## src/rtl/seven_segment_scanner.sv

```systemverilog
// Time-multiplexed common-cathode seven-segment scanner with frame-synchronous double-buffered value load.
// Optional leading-zero suppression when SEVEN_SEGMENT_ZERO_SUPPRESS_EN is defined.
module seven_segment_scanner #(
  parameter int DIGITS = 4,
  parameter int DWELL  = 1024,
  parameter int GUARD  = 16
) (
  input  logic                  clk,
  input  logic                  reset,
  input  logic                  load,
  input  logic [4*DIGITS-1:0]   value,
  input  logic [DIGITS-1:0]     blank,
  output logic [6:0]            segments,
  output logic [DIGITS-1:0]     digit_enable,
  output logic                  frame_start,
  output logic                  load_pending
);

  localparam int CW = $clog2(DWELL);
  localparam int IW = (DIGITS > 1) ? $clog2(DIGITS) : 1;
  localparam logic [CW-1:0] CNT_LAST = CW'(DWELL - 1);
  localparam logic [IW-1:0] IDX_LAST = IW'(DIGITS - 1);
  localparam logic [CW-1:0] GUARD_C  = CW'(GUARD);

  logic [CW-1:0]       cnt_q, cnt_d;
  logic [IW-1:0]       idx_q, idx_d;
  logic [4*DIGITS-1:0] pend_val_q, pend_val_d, act_val_q, act_val_d;
  logic [DIGITS-1:0]   pend_blank_q, pend_blank_d, act_blank_q, act_blank_d;
  logic                pv_q, pv_d;
  logic [6:0]          seg_q, seg_d;
  logic [DIGITS-1:0]   en_q, en_d;
  logic                fs_q, fs_d;

  logic                slot_end, boundary, lit;
  logic [3:0]          nibble;
  logic [DIGITS-1:0]   blank_eff;

  function automatic logic [6:0] decode(input logic [3:0] n);
    case (n)
      4'h0: decode = 7'h77;  4'h1: decode = 7'h24;
      4'h2: decode = 7'h5D;  4'h3: decode = 7'h6D;
      4'h4: decode = 7'h2E;  4'h5: decode = 7'h6B;
      4'h6: decode = 7'h7B;  4'h7: decode = 7'h25;
      4'h8: decode = 7'h7F;  4'h9: decode = 7'h6F;
      4'hA: decode = 7'h3F;  4'hB: decode = 7'h7A;
      4'hC: decode = 7'h53;  4'hD: decode = 7'h7C;
      4'hE: decode = 7'h5B;  default: decode = 7'h1B;
    endcase
  endfunction

`ifdef SEVEN_SEGMENT_ZERO_SUPPRESS_EN
  // Digit i is suppressed when it and every more-significant nibble are zero.
  logic [DIGITS-1:0] zero_sup;
  assign zero_sup[0] = 1'b0;
  for (genvar gi = 1; gi < DIGITS; gi++) begin : g_zs
    assign zero_sup[gi] = (act_val_q[4*DIGITS-1:4*gi] == '0);
  end
  assign blank_eff = act_blank_q | zero_sup;
`else
  assign blank_eff = act_blank_q;
`endif

  always_comb begin
    slot_end = (cnt_q == CNT_LAST);
    boundary = slot_end && (idx_q == IDX_LAST);
    cnt_d    = slot_end ? '0 : cnt_q + 1'b1;
    idx_d    = idx_q;
    if (slot_end) idx_d = (idx_q == IDX_LAST) ? '0 : idx_q + 1'b1;
  end

  always_comb begin
    pend_val_d   = pend_val_q;
    pend_blank_d = pend_blank_q;
    pv_d         = pv_q;
    act_val_d    = act_val_q;
    act_blank_d  = act_blank_q;
    if (load) begin
      pend_val_d   = value;
      pend_blank_d = blank;
      pv_d         = 1'b1;
    end
    // A load in the boundary cycle bypasses the pending buffer.
    if (boundary) begin
      if (load) begin
        act_val_d   = value;
        act_blank_d = blank;
      end else if (pv_q) begin
        act_val_d   = pend_val_q;
        act_blank_d = pend_blank_q;
      end
      pv_d = 1'b0;
    end
  end

  always_comb begin
    nibble = act_val_q[{idx_q, 2'b00} +: 4];
    lit    = (cnt_q >= GUARD_C) && !blank_eff[idx_q];
    seg_d  = lit ? decode(nibble) : 7'h00;
    en_d   = lit ? (DIGITS'(1) << idx_q) : '0;
    fs_d   = (cnt_q == '0) && (idx_q == '0);
  end

  always_ff @(posedge clk) begin
    if (reset) begin
      cnt_q        <= '0;
      idx_q        <= '0;
      pend_val_q   <= '0;
      pend_blank_q <= '0;
      pv_q         <= 1'b0;
      act_val_q    <= '0;
      act_blank_q  <= '0;
      seg_q        <= '0;
      en_q         <= '0;
      fs_q         <= 1'b0;
    end else begin
      cnt_q        <= cnt_d;
      idx_q        <= idx_d;
      pend_val_q   <= pend_val_d;
      pend_blank_q <= pend_blank_d;
      pv_q         <= pv_d;
      act_val_q    <= act_val_d;
      act_blank_q  <= act_blank_d;
      seg_q        <= seg_d;
      en_q         <= en_d;
      fs_q         <= fs_d;
    end
  end

  assign segments     = seg_q;
  assign digit_enable = en_q;
  assign frame_start  = fs_q;
  assign load_pending = pv_q;

endmodule

```

## config.mk

```make
export PLATFORM = sky130hd
export DESIGN_NAME = seven_segment_scanner
export DESIGN_NICKNAME = d
export VERILOG_FILES = /design/src/rtl/seven_segment_scanner.sv
export SDC_FILE = /design/constraint.sdc
export NUM_CORES = 1
export LEC_CHECK = 0
export ABC_AREA = 1
export CORE_UTILIZATION = 62
export CTS_CLUSTER_DIAMETER = 150
export DETAILED_ROUTE_END_ITERATION = 7
export DONT_BUFFER_PORTS = 1
export HOLD_SLACK_MARGIN = 0.1
export PLACE_DENSITY = 0.83
export SYNTH_ARGS = -nofsm -noshare
export SYNTH_HDL_FRONTEND = slang
export SYNTH_SLANG_ARGS = --single-unit
```

## constraint.sdc

```tcl
create_clock -name clk -period 2.2 [get_ports clk]
set_input_delay 0.44 -clock clk [delete_from_list [all_inputs] [get_ports clk]]
set_output_delay 0.44 -clock clk [all_outputs]
set_load 0.005 [all_outputs]
```

==> impl_metrics.toml, run 1 <==
[status]
status = "complete, no violations"

[yosys]
yosysSeqAreaShare_pct = 45.5
syn_nets = 403
yosys_warnings = 0
ys_ff_latch = 65
avgSynthCellArea_um2 = 7.75
syn-instance-count = 369
syn-cell-area_mm2 = 0.00286
ys_types = 29

[hold_path]
holdPathStages = 1
hold_path_class = "input port to flip-flop"
min-delay-start = "reset"
hold-path-endpoint = "pend_val_q[6]"

[cts]
tritoncts = "built"
cts_resized = 0
path_clk_slew_ns = 0.07
ctsHoldBuffers = 0
numClockSinks = 65
post_cts.repair.setup_buffers = 0
root_buffer = "clkbuf_8"
clockBufferDepth = 2
insertion_delay_ns = 0.35
cts_buffers = 9
htreeDepth = 3

[setup_path]
rrSetupSlack_ns = 0.38
slowest_stage = "dfxtp_1"
required_ns = 2.44
end_kind = "flip-flop"
slowest_delay_ns = 0.55
critical_path.startpoint_type = "flip-flop"
crit_chain = "inv_2 > nand3_1 > nand2_1 > inv_1 > ha_1 > inv_1 > nand3_1 > nand2_1 > a21oi_1 > nor2_1"
r2r-end = "segments[3]"
critPathKind = "flip-flop to flip-flop"
cp_max_fo = 10
worstReg2RegStart = "idx_q[1]"
reg2reg_depth = 10
worstPathArrival_ns = 2.06

[placed_design]
place.port_buffers = 0
dp.cells = 409
place_area_mm2 = 0.00286
gp_congestion = 0.820
hpwl_mm = 3.49

[detailed_routing]
viasPerCell = 5.27
vias = 2241
dr.pass1.iters = 4
postRouteAntennaNets = 0
wl_per_cell_um = 12.0
wirelength_mm = 5.09
drc = 0
drtIter0Drc = 131

[job]
cap_violations = 0

[global_route]
antenna_found_initial = 0
grt_pass1_wl_mm = 8.85
grt_max_degree = 25
overflow = 0
grt_pass1_vias = 2050
track_usage_pct = 23.1

[power_and_ir_drop]
vdd_drop_max_v = 0.000553
power.leakage_nw = 1.35
p_per_area_mw_per_mm2 = 768

[finish]
layoutNonFillerInstCount = 425
drive_gt1_share_pct = 9.12
fillers = 355
finish.utilization_pct = 70.2
nets = 402
final_cell_mix = "80 x nor2_1, 77 x nand2_1, 65 x dfxtp_1"
syn_to_final_growth_pct = 7.61
insertedDiodeCount = 0
layout_commonest_cell = "nor2_1"
final_area_mm2 = 0.00308

[sta]
tightest_slew_ns = 0.584
setup_viol = 0
fmax_ghz = 0.549
rsz0062_at_grt = "no"
max-slew-margin-rel_pct = 61.0
period_needed_ns = 1.82
period_share_pct = 82.8
hold_viol = 0
fin_setup_tns_ns = 0
clock_skew_ns = 0.0100
slew_viol_final = 0

[die]
ios = 36
die_w_um = 69.9
start_util_pct = 65.2
die_h_um = 69.9
core_area_mm2 = 0.00438
die_area_mm2 = 0.00489
num_rows = 24
-- final cells by class --
cell class                      count  area, µm²  area share, %
Inverter                           24       90.1           2.93
Multi-Input combinational cell    265       1380           45.0
Sequential cell                    65       1300           42.3
Timing Repair Buffer                3       22.5          0.732
Clock inverter                      4       50.0           1.63
Clock buffer                       12        165           5.37
Tap cell                           52       65.1           2.11
-- through the flow --
step	setup slack (ns)	power [mW]	hold WS, ns
after detailed placement	0.384	1.33	0.461
after global routing	0.155	2.44	0.144
final	0.379	2.36	0.151
after floorplan	0.635	1.32	0.430
after CTS	0.370	2.38	0.147
after global placement	0.391	1.33	0.444
-- critical path: cells and delay by family (launching register included) --
family | cells | cell delay [ns]
AO/OA/AOI/OAI | 1 | 0.11
flip-flops | 1 | 0.55
adder cells (fa/ha/maj) | 1 | 0.17
AND/OR/NAND/NOR | 5 | 0.53
buffers and inverters | 3 | 0.35
-- cell usage after synthesis --
master    count  area [µm²]
xor2_1        2        17.5
nor2_2        1        6.26
a21oi_1      10        50.1
o21ai_0       1        5.00
nor4_1        1        6.26
nor3_1        4        20.0
buf_1         2        7.51
nor3_4        1        16.3
mux2i_1      20         200
nor2_4        2        22.5
nand2_1      77         289
nand4_1       2        12.5
buf_6         2        22.5
ha_1         11         138
clkbuf_1      4        15.0
and3_1        1        6.26
nand3b_1      2        15.0
o21ai_1       2        10.0
inv_1        18        67.6
nand3_1      40         200
nor2_1       80         300
nand2_2       3        18.8
dfxtp_1      65        1300
nand3_2       1        10.0
nor3b_1       3        22.5
buf_2         5        25.0
buf_4         2        15.0
inv_2         6        22.5
nand3_4       1        17.5
-- metal layers --
layer | routed length [µm] | vias up | GRT usage (%)
li1 | - | 1171 | -
met2 | 2230 | 52 | 34.9
met1 | 2460 | 1007 | 30.1
met4 | 127 | 0 | 14.2
met3 | 275 | 11 | 4.91
met5 | 0 | - | 0
-- registers in the layout, indices dropped and copies added, names as in the netlist, 2 cells and up --
register and flops:
pend_val_q 16, pend_blank_q 4, act_val_q 16, digit_enable 4
segments 7, act_blank_q 4, idx_q 2, cnt_q 10
-- worst max-delay path by stage --
stage | slack (ns) | endpoint | start | cells past startpoint
4_1_cts | 0.37 | segments[3] | idx_q[1] | 10
3_3_place_gp | 0.39 | segments[3] | idx_q[1] | 10
5_1_grt | 0.16 | segments[3] | idx_q[1] | 10
6_report | 0.38 | segments[3] | idx_q[1] | 10
3_5_place_dp | 0.38 | segments[3] | idx_q[1] | 10
2_1_floorplan | 0.63 | segments[1] | idx_q[0] | 12
-- cells by family after synthesis --
kind of cell	Yosys count	share of synthesized area [%]
and+or+nand+nor	219	33.7
muxes	20	7.00
DFF	65	45.5
xor gates and xnor gates	2	0.613
adders and majority gates	11	4.81
AOI/OAI and AO/OA	13	2.27
buffers and inverters	39	6.12
-- report_power, final --
part / leakage (nW) / total, mW / internal (mW) / switching (mW)
clock network: 0.105 / 1.06 / 0.613 / 0.446
logic: 0.721 / 0.0870 / 0.0359 / 0.0511
registers: 0.529 / 1.22 / 1.21 / 0.0110
total: 1.35 / 2.36 / 1.86 / 0.508
(Power assumes the default switching activity.)
==> inputs of run 2 (changes only) <==
- clock period: 2.2 -> 1.7 ns (I/O delays scaled with it)
==> impl_metrics.toml, run 2 (synthesis results as in run 1) <==
[finish]
nets = 413
fillers = 342
syn_to_final_growth_pct = 12.2
layout_commonest_cell = "nor2_1"
drive_gt1_share_pct = 13.3
final_cell_mix = "80 x nor2_1, 75 x nand2_1, 63 x dfxtp_1"
top_regs = "act_val_q (16), pend_val_q (16), cnt_q (10)"
insertedDiodeCount = 0
final_area_mm2 = 0.00321

[power_and_ir_drop]
p_switching_uw = 655
vdd_drop_max_v = 0.000787
p_per_area_mw_per_mm2 = 960
combPwrFrac_pct = 3.9
p_int_mw = 2.43
sw_frac_of_total_pct = 21.2
pwr-share-clk_pct = 45.0
seq_power_share_pct = 51.1
power.leakage_nw = 1.41

[global_route]
overflow = 0
grt_max_degree = 24
grt_pass1_vias = 2162
track_usage_pct = 23.7
grt_pass1_wl_mm = 9.20
antenna_found_initial = 0

[placed_design]
place.port_buffers = 0
gp_congestion = 0.867
hpwl_mm = 3.68
place_area_mm2 = 0.00292

[setup_path]
slowest_delay_ns = 0.34
cp_max_fo = 8
crit_top_cell = "nand2_1"
crit_family = "simple AND/OR/NAND/NOR gates"
rrSetupSlack_ns = 0.10
critical_path.startpoint_type = "flip-flop"
worstPathArrival_ns = 1.87
critPathKind = "flip-flop to flip-flop"
r2r-end = "segments[1]"
reg2reg_depth = 11
path_buf_inv = 3
end_kind = "flip-flop"
required_ns = 1.97
worstReg2RegStart = "idx_q[0]"
crit_chain = "buf_4 > nand2_1 > nand3_1 > nand2_2 > inv_2 > ha_1 > inv_1 > nand3_2 > nand2_1 > nand2_1 > a21oi_2"
slowest_stage = "dfxtp_2"

[sta]
max-slew-margin-rel_pct = 44.7
fin_setup_tns_ns = 0
clock_skew_ns = 0.00510
tightest_slew_ns = 0.826
period_needed_ns = 1.60
setup_viol = 0
slew_viol_final = 0
fmax_ghz = 0.626
period_share_pct = 94.0
hold_viol = 0

[cts]
htreeDepth = 3
tritoncts = "built"
insertion_delay_ns = 0.34
path_clk_slew_ns = 0.07
root_buffer = "clkbuf_8"
cts_buffers = 9
numClockSinks = 65
clockBufferDepth = 2

[die]
die_h_um = 69.9
core_area_mm2 = 0.00438
die_area_mm2 = 0.00489
num_rows = 24
start_util_pct = 65.2
die_w_um = 69.9
ios = 36

[hold_path]
holdPathStages = 2
min-delay-start = "value[14]"
hold_path_class = "input port to flip-flop"
hold-path-endpoint = "pend_val_q[14]"

[detailed_routing]
drc = 0
drtIter0Drc = 134
vias = 2329
postRouteAntennaNets = 0
dr.pass1.iters = 4
wl_per_cell_um = 12.5
viasPerCell = 5.34
wirelength_mm = 5.46

[job]
cap_violations = 0

[status]
status = "complete, no violations"
## run 2: layout make-up
class,instances,area (µm²),share of cell area (%)
Inverter,24,92.6,2.88
Sequential cell,65,1300,40.6
Multi-Input combinational cell,265,1410,43.8
Tap cell,52,65.1,2.03
Clock inverter,6,82.6,2.57
Timing Repair Buffer,14,133,4.13
Clock buffer,10,128,3.98
## run 2: through the flow
stage               power [mW]  worst slack [ns]  hold slack (ns)  util, %  std cells
CTS                       3.10            0.0307            0.172     71.6        430
global placement          1.71             0.153            0.415     66.6        413
finish                    3.08             0.101            0.178     73.2        436
detailed placement        1.72            0.0675            0.416     66.6        413
global route              3.19           -0.0240            0.183     73.2        436
floorplan                 1.71             0.135            0.412        -        369
## run 2: what timing repair did
item	CTS	global route
hold buffers	1	0
setup buffers	0	6
resized for setup	0	10
hold endpoints to repair	23	0
endpoints found under the setup margin	0	26
## run 2: worst max-delay path by stage
stage / from / endpoint / slack [ns] / cells after the start
after floorplan: idx_q[0] / segments[1] / 0.13 / 12
after global placement: cnt_q[0] / act_blank_q[0] / 0.15 / 9
after detailed placement: idx_q[0] / segments[1] / 0.07 / 11
after CTS: idx_q[0] / segments[1] / 0.03 / 11
after global routing: idx_q[0] / segments[1] / -0.02 / 11
final: idx_q[0] / segments[1] / 0.10 / 11
## run 2: power groups by stage
stage / Sequential (mW) / Combinational (mW) / Clock (mW)
6_report: 1.58 / 0.121 / 1.39
4_1_cts: 1.57 / 0.121 / 1.41
5_1_grt: 1.58 / 0.136 / 1.47
3_5_place_dp: 1.61 / 0.109 / 0
3_3_place_gp: 1.61 / 0.106 / 0
2_1_floorplan: 1.61 / 0.108 / 0
## run 2: worst register-to-register path, delay by kind of cell (launching register included)
family,cells,cell delay (ns)
AOI/OAI and AO/OA,1,0.10
adders and majority gates,1,0.21
buffers and inverters,3,0.31
DFF,1,0.34
and+or+nand+nor,6,0.58
## run 2: per-layer routing
| metal | track usage [%] | vias up | share of wire, % |
|---|---|---|---|
| met3 | 5.48 | 12 | 5.1 |
| li1 | - | 1201 | - |
| met4 | 13.6 | 0 | 2.3 |
| met1 | 30.3 | 1064 | 47 |
| met5 | 0 | - | 0 |
| met2 | 36.8 | 52 | 46 |
==> RTL edit 1, RTL diff (flow settings as in run 2) <==
`pend_val_q` no longer has a reset.
--- a/src/rtl/seven_segment_scanner.sv
+++ b/src/rtl/seven_segment_scanner.sv
@@ -106,3 +106,2 @@
       idx_q        <= '0;
-      pend_val_q   <= '0;
       pend_blank_q <= '0;
@@ -117,3 +116,2 @@
       idx_q        <= idx_d;
-      pend_val_q   <= pend_val_d;
       pend_blank_q <= pend_blank_d;
@@ -128,2 +126,6 @@
 
+  always_ff @(posedge clk) begin
+    pend_val_q <= pend_val_d;
+  end
+
   assign segments     = seg_q;
Check against the original RTL: same outputs for any inputs over 10 cycles, from zero or initial values and one cycle with reset high; that may be too few to reach the edited logic, so the function may still have changed.
==> RTL edit 1 against run 2 <==
The run now ends with DRC left. Global-route usage grew 1.3 points. Largest power group unchanged. Clock power is 12% lower. Synthesized area up 3.4%. Die area rose by 3.3%. Setup slack worse by 0.017 ns. Synthesized cell count is 4.6% lower. Final area up 7.4%. Total power shrank 1.9%. Sequential cell count unchanged. Clock skew increased by 0.0033 ns. Wire length up 5.0%. Hold slack barely moved.
==> RTL edit 1: results (changes against run 2) <==
- Number of global-route vias before repair: 2154 (was 2162)
- Top area cells in the synthesized netlist: dfxtp_1, edfxtp_1, nand2_1, nor2_1, mux2i_1 (was dfxtp_1, nor2_1, nand2_1, mux2i_1, nand3_1)
- Max IR drop VDD: 0.783 mV (was 0.787 mV)
- Non-filler instance count after layout: 437 (was 436)
- Status: finished, violations left (was finished, final reports clean)
- Mux cell area share after synthesis: 6.77% (was 7.00%)
- XOR/XNOR Fraction of Synth Area: 0.592% (was 0.612%)
- Top achievable clock speed: 619 MHz (was 626 MHz)
- Post-Route WL: 5.74 mm (was 5.46 mm)
- Share of cells above drive strength 1: 11.9% (was 13.3%)
- Met3 WL: 377 microns (was 277 microns)
- Post-CTS Hold Buffers: 18 (was 1)
- Psw: 667 uW (was 655 uW)
- P_seq: 1.65 mW (was 1.58 mW)
- Post-Synth Adder-Cell Area: 4.66% (was 4.81%)
- P_leak: 1.46 nW (was 1.41 nW)
- Most frequent cells after synthesis: nand2_1, nor2_1, dfxtp_1 (was nor2_1, nand2_1, dfxtp_1)
- Compound-Gate Fraction of Synth Area: 2.20% (was 2.27%)
- Design Power: 3.02 mW (was 3.08 mW)
- Total GRT Usage: 25.0% (was 23.7%)
- Final #Nets: 414 (was 413)
- Largest stage delay, worst path: 0.37 ns (was 0.34 ns)
- M3 GR Usage: 10.8% (was 5.48%)
- Met2 wire length: 2.75 mm (was 2.49 mm)
- Grt met1 use: 29.7% (was 30.3%)
- Synth unique cells: 30 (was 29)
- Post-synthesis cell count: 352 (was 369)
- Failing checks: DRC
- Final HPWL DP: 3.54 mm (was 3.68 mm)
- Filler Cell Count: 309 (was 342)
- Residual DRC: 4 (was 0)
- Wl on met1: 2.51 mm (was 2.57 mm)
- Clock net power: 1.23 mW (was 1.39 mW)
- Met2 Resource Use GR: 40.7% (was 36.8%)
- Slowest-stage cell, CP: dfxtp_1 (was dfxtp_2)
- TritonRoute pass-1 iters: 6 (was 4)
- Max Fanout on Critical Path: 7 (was 8)
- First-pass GRT wire length: 9.53 mm (was 9.20 mm)
- DRC marker count from the first detailed-route iteration: 110 (was 134)
- Dpl cells: 399 (was 413)
- Arr. time, crit path: ~1.9 ns
- DP Area: 3030 sq um (was 2920 sq um)
RTL edit 1: changes by cell type after synthesis:
cell	run 2	this run
dfxtp_1	65	49
edfxtp_1	0	16
nor2_1	80	64
clkbuf_1	4	3
inv_1	18	19
inv_2	6	5
o21ai_0	1	2
o21ai_1	2	1
RTL edit 1: final timing paths:
kind	from	endpoint	slack [ns]	cells after the start
worst max-delay path	idx_q[0]	segments[6]	0.08	10
worst min-delay path	blank[2]	pend_blank_q[2]	0.18	2
worst max register to register	idx_q[0]	segments[6]	0.08	10
worst min register to register	cnt_q[0]	cnt_q[0]	0.48	1
RTL edit 1: final cells by class:
class	count	area, sq um	share of cell area, %
Clock inverter	3	23.8	0.689
Inverter	24	90.1	2.61
Clock buffer	13	169	4.90
Sequential cell	65	1460	42.4
Timing Repair Buffer	31	303	8.78
Multi-Input combinational cell	249	1340	38.7
Tap cell	52	65.1	1.89
==> RTL edit 2, RTL diff (flow settings as in run 2) <==
Without the edit above. Build with the macro `SEVEN_SEGMENT_ZERO_SUPPRESS_EN` defined.
--- a/src/rtl/seven_segment_scanner.sv
+++ b/src/rtl/seven_segment_scanner.sv
@@ -2,2 +2,4 @@
 // Optional leading-zero suppression when SEVEN_SEGMENT_ZERO_SUPPRESS_EN is defined.
+`define SEVEN_SEGMENT_ZERO_SUPPRESS_EN
+
 module seven_segment_scanner #(
Function: no difference found for any inputs over 10 cycles, from zero or initial values and one cycle with reset high; that may be too few to reach the edited logic, so the function may still have changed.
==> RTL edit 2 against run 2 <==
The run now ends with DRC left. Synthesized area up 3.2%. Global-route usage up 0.83 points. Setup slack worse by 0.041 ns. Final area up 4.4%. Clock skew up 0.0032 ns. Non-clock buffer count up 2. Utilization up 1.7 points. Sequential share of layout area down 1.7 points. Via count up 2.5%. Critical path depth down 2. Sequential cell count unchanged. Total power up 2.9%. Wire length up 8.5%. Critical endpoint is now act_blank_q[0]. Highest routed layer unchanged.
==> RTL edit 2: results (changes against run 2) <==
- Status: finished, violations left (was finished, final reports clean)
- Failing checks: DRC
- XOR/XNOR Fraction of Synth Area: 1.19% (was 0.612%)
- Reg2Reg Depth: 9 (was 11)
- Antenna violations before repair: 0 (unchanged)
- Routed vias/inst: 5.16 (was 5.34)
- Max IR drop VDD: 0.639 mV (was 0.787 mV)
- Root Buffer: clkbuf_8 (unchanged)
- CTS Buffer Depth: 2 (unchanged)
- Sequential share of the synthesized area: 44.1% (was 45.5%)
- DP Worst Slack: 0.0595 ns (was 0.0675 ns)
- H-tree depth: 3 (unchanged)
- DRC marker count from the first detailed-route iteration: 159 (was 134)
- Combinational power: 116 uW (was 121 uW)
- Met2 Resource Use GR: 41.3% (was 36.8%)
- Filler Cell Count: 340 (was 342)
- GPL Wtd Cong: 0.901 (was 0.867)
- Clock net power: 1.48 mW (was 1.39 mW)
- Total GRT Usage: 24.5% (was 23.7%)
- Synth Net Count: 427 (was 403)
- Post-Synth Adder-Cell Area: 4.66% (was 4.81%)
- Final #Nets: 440 (was 413)
- Max Fanout on Critical Path: 20 (was 8)
- Clock latency on the worst-skew pair: 0.34 ns (about the same)
- First-pass GRT wire length: 9.50 mm (was 9.20 mm)
- Largest stage delay, worst path: 0.36 ns (was 0.34 ns)
- Share of cells above drive strength 1: 11.9% (was 13.3%)
- P_leak: 1.53 nW (was 1.41 nW)
- Final HPWL DP: 3.80 mm (was 3.68 mm)
- M3 GR Usage: 5.13% (was 5.48%)
- Met3 WL: 262 microns (was 277 microns)
- TritonRoute pass-1 iters: 8 (was 4)
- Highest layer used for signal routing: met4 (unchanged)
- Slowest-stage cell, CP: dfxtp_2 (unchanged)
- Worst-path clk slew: 0.07 ns (about the same)
- Most frequent cells after synthesis: nor2_1, nand2_1, dfxtp_1 (unchanged)
- Number of global-route vias before repair: 2260 (was 2162)
- Top area cells in the synthesized netlist: dfxtp_1, nor2_1, nand2_1, mux2i_1, ha_1 (was dfxtp_1, nor2_1, nand2_1, mux2i_1, nand3_1)
- Pint: 2.51 mW (was 2.43 mW)
- Port bufs: 0 (unchanged)
- Ys Warns: 0 (unchanged)
- Delay-heaviest family, CP: simple AND/OR/NAND/NOR gates (unchanged)
- Post-Route WL: 5.93 mm (was 5.46 mm)
- Worst min-delay path class: primary input to register (unchanged)
- Synth unique cells: 30 (was 29)
- Total CTS buffers: 9 (unchanged)
- Largest net degree at the start of global routing: 41 (was 24)
- Fin Setup TNS: 0 ns (unchanged)
- Biggest regs: act_val_q x16, pend_val_q x16, cnt_q x10 (unchanged)
- Mux cell area share after synthesis: 6.78% (was 7.00%)
- Met2 wire length: 2.93 mm (was 2.49 mm)
- Fraction of registers with async set/reset: 0% (unchanged)
- Setup Skew: 0.00832 ns (was 0.00510 ns)
- Post-synthesis cell count: 393 (was 369)
- Grt met1 use: 28.2% (was 30.3%)
- Compound-Gate Fraction of Synth Area: 3.69% (was 2.27%)
- Residual DRC: 4 (was 0)
- Wl on met1: 2.56 mm (was 2.57 mm)
- Worst-margin pin slew: 0.739 ns (was 0.826 ns)
RTL edit 2: cell types whose count changed after synthesis, sizes merged, moves of 2 or more:
cell,run 2,this run
o21ai,3,8
nand2,80,101
nand3,42,19
nor3b,3,0
xnor2,0,2
nor3,5,3
a21boi,0,2
nor2,83,102
RTL edit 2: worst paths after layout:
kind                          end  startpoint  slack (ns)
setup / recovery   act_blank_q[0]    cnt_q[1]        0.06
hold / removal    pend_blank_q[0]    blank[0]        0.17
setup reg to reg   act_blank_q[0]    cnt_q[1]        0.06
hold reg to reg          cnt_q[9]    cnt_q[9]        0.49
RTL edit 2: cells by family after synthesis:
logic type / Yosys count
muxes: 20
xor gates and xnor gates: 4
DFF: 65
AOI/OAI and AO/OA: 20
and+or+nand+nor: 233
buffers and inverters: 40
adders and majority gates: 11
RTL edit 2: cell type report:
class / instances / area [sq um] / share of cell area (%)
clock buffers: 11 / 151 / 4.52
clock inverters: 5 / 77.6 / 2.32
inverters: 26 / 97.6 / 2.91
multi-input cells: 288 / 1470 / 43.9
flip-flops and latches: 65 / 1310 / 38.9
well taps: 52 / 65.1 / 1.94
repair buffers: 16 / 183 / 5.45
RTL edit 2: timing repair:
action,in CTS,in global routing
hold buffers,1,0
hold endpoints to repair,21,0
setup buffers,0,2
endpoints found under the setup margin,0,16
gates resized for setup,0,5
RTL edit 2: through the flow:
step | hold WS [ns] | util [%] | cell area [sq um] | instances | power (mW)
after floorplan | 0.412 | - | 2950 | 393 | 1.71
after global placement | 0.415 | 67.5 | 3020 | 442 | 1.71
after detailed placement | 0.417 | 67.5 | 3020 | 442 | 1.72
after CTS | 0.167 | 72.8 | 3260 | 459 | 3.19
after global routing | 0.177 | 74.9 | 3350 | 463 | 3.30
final | 0.175 | 74.9 | 3350 | 463 | 3.17
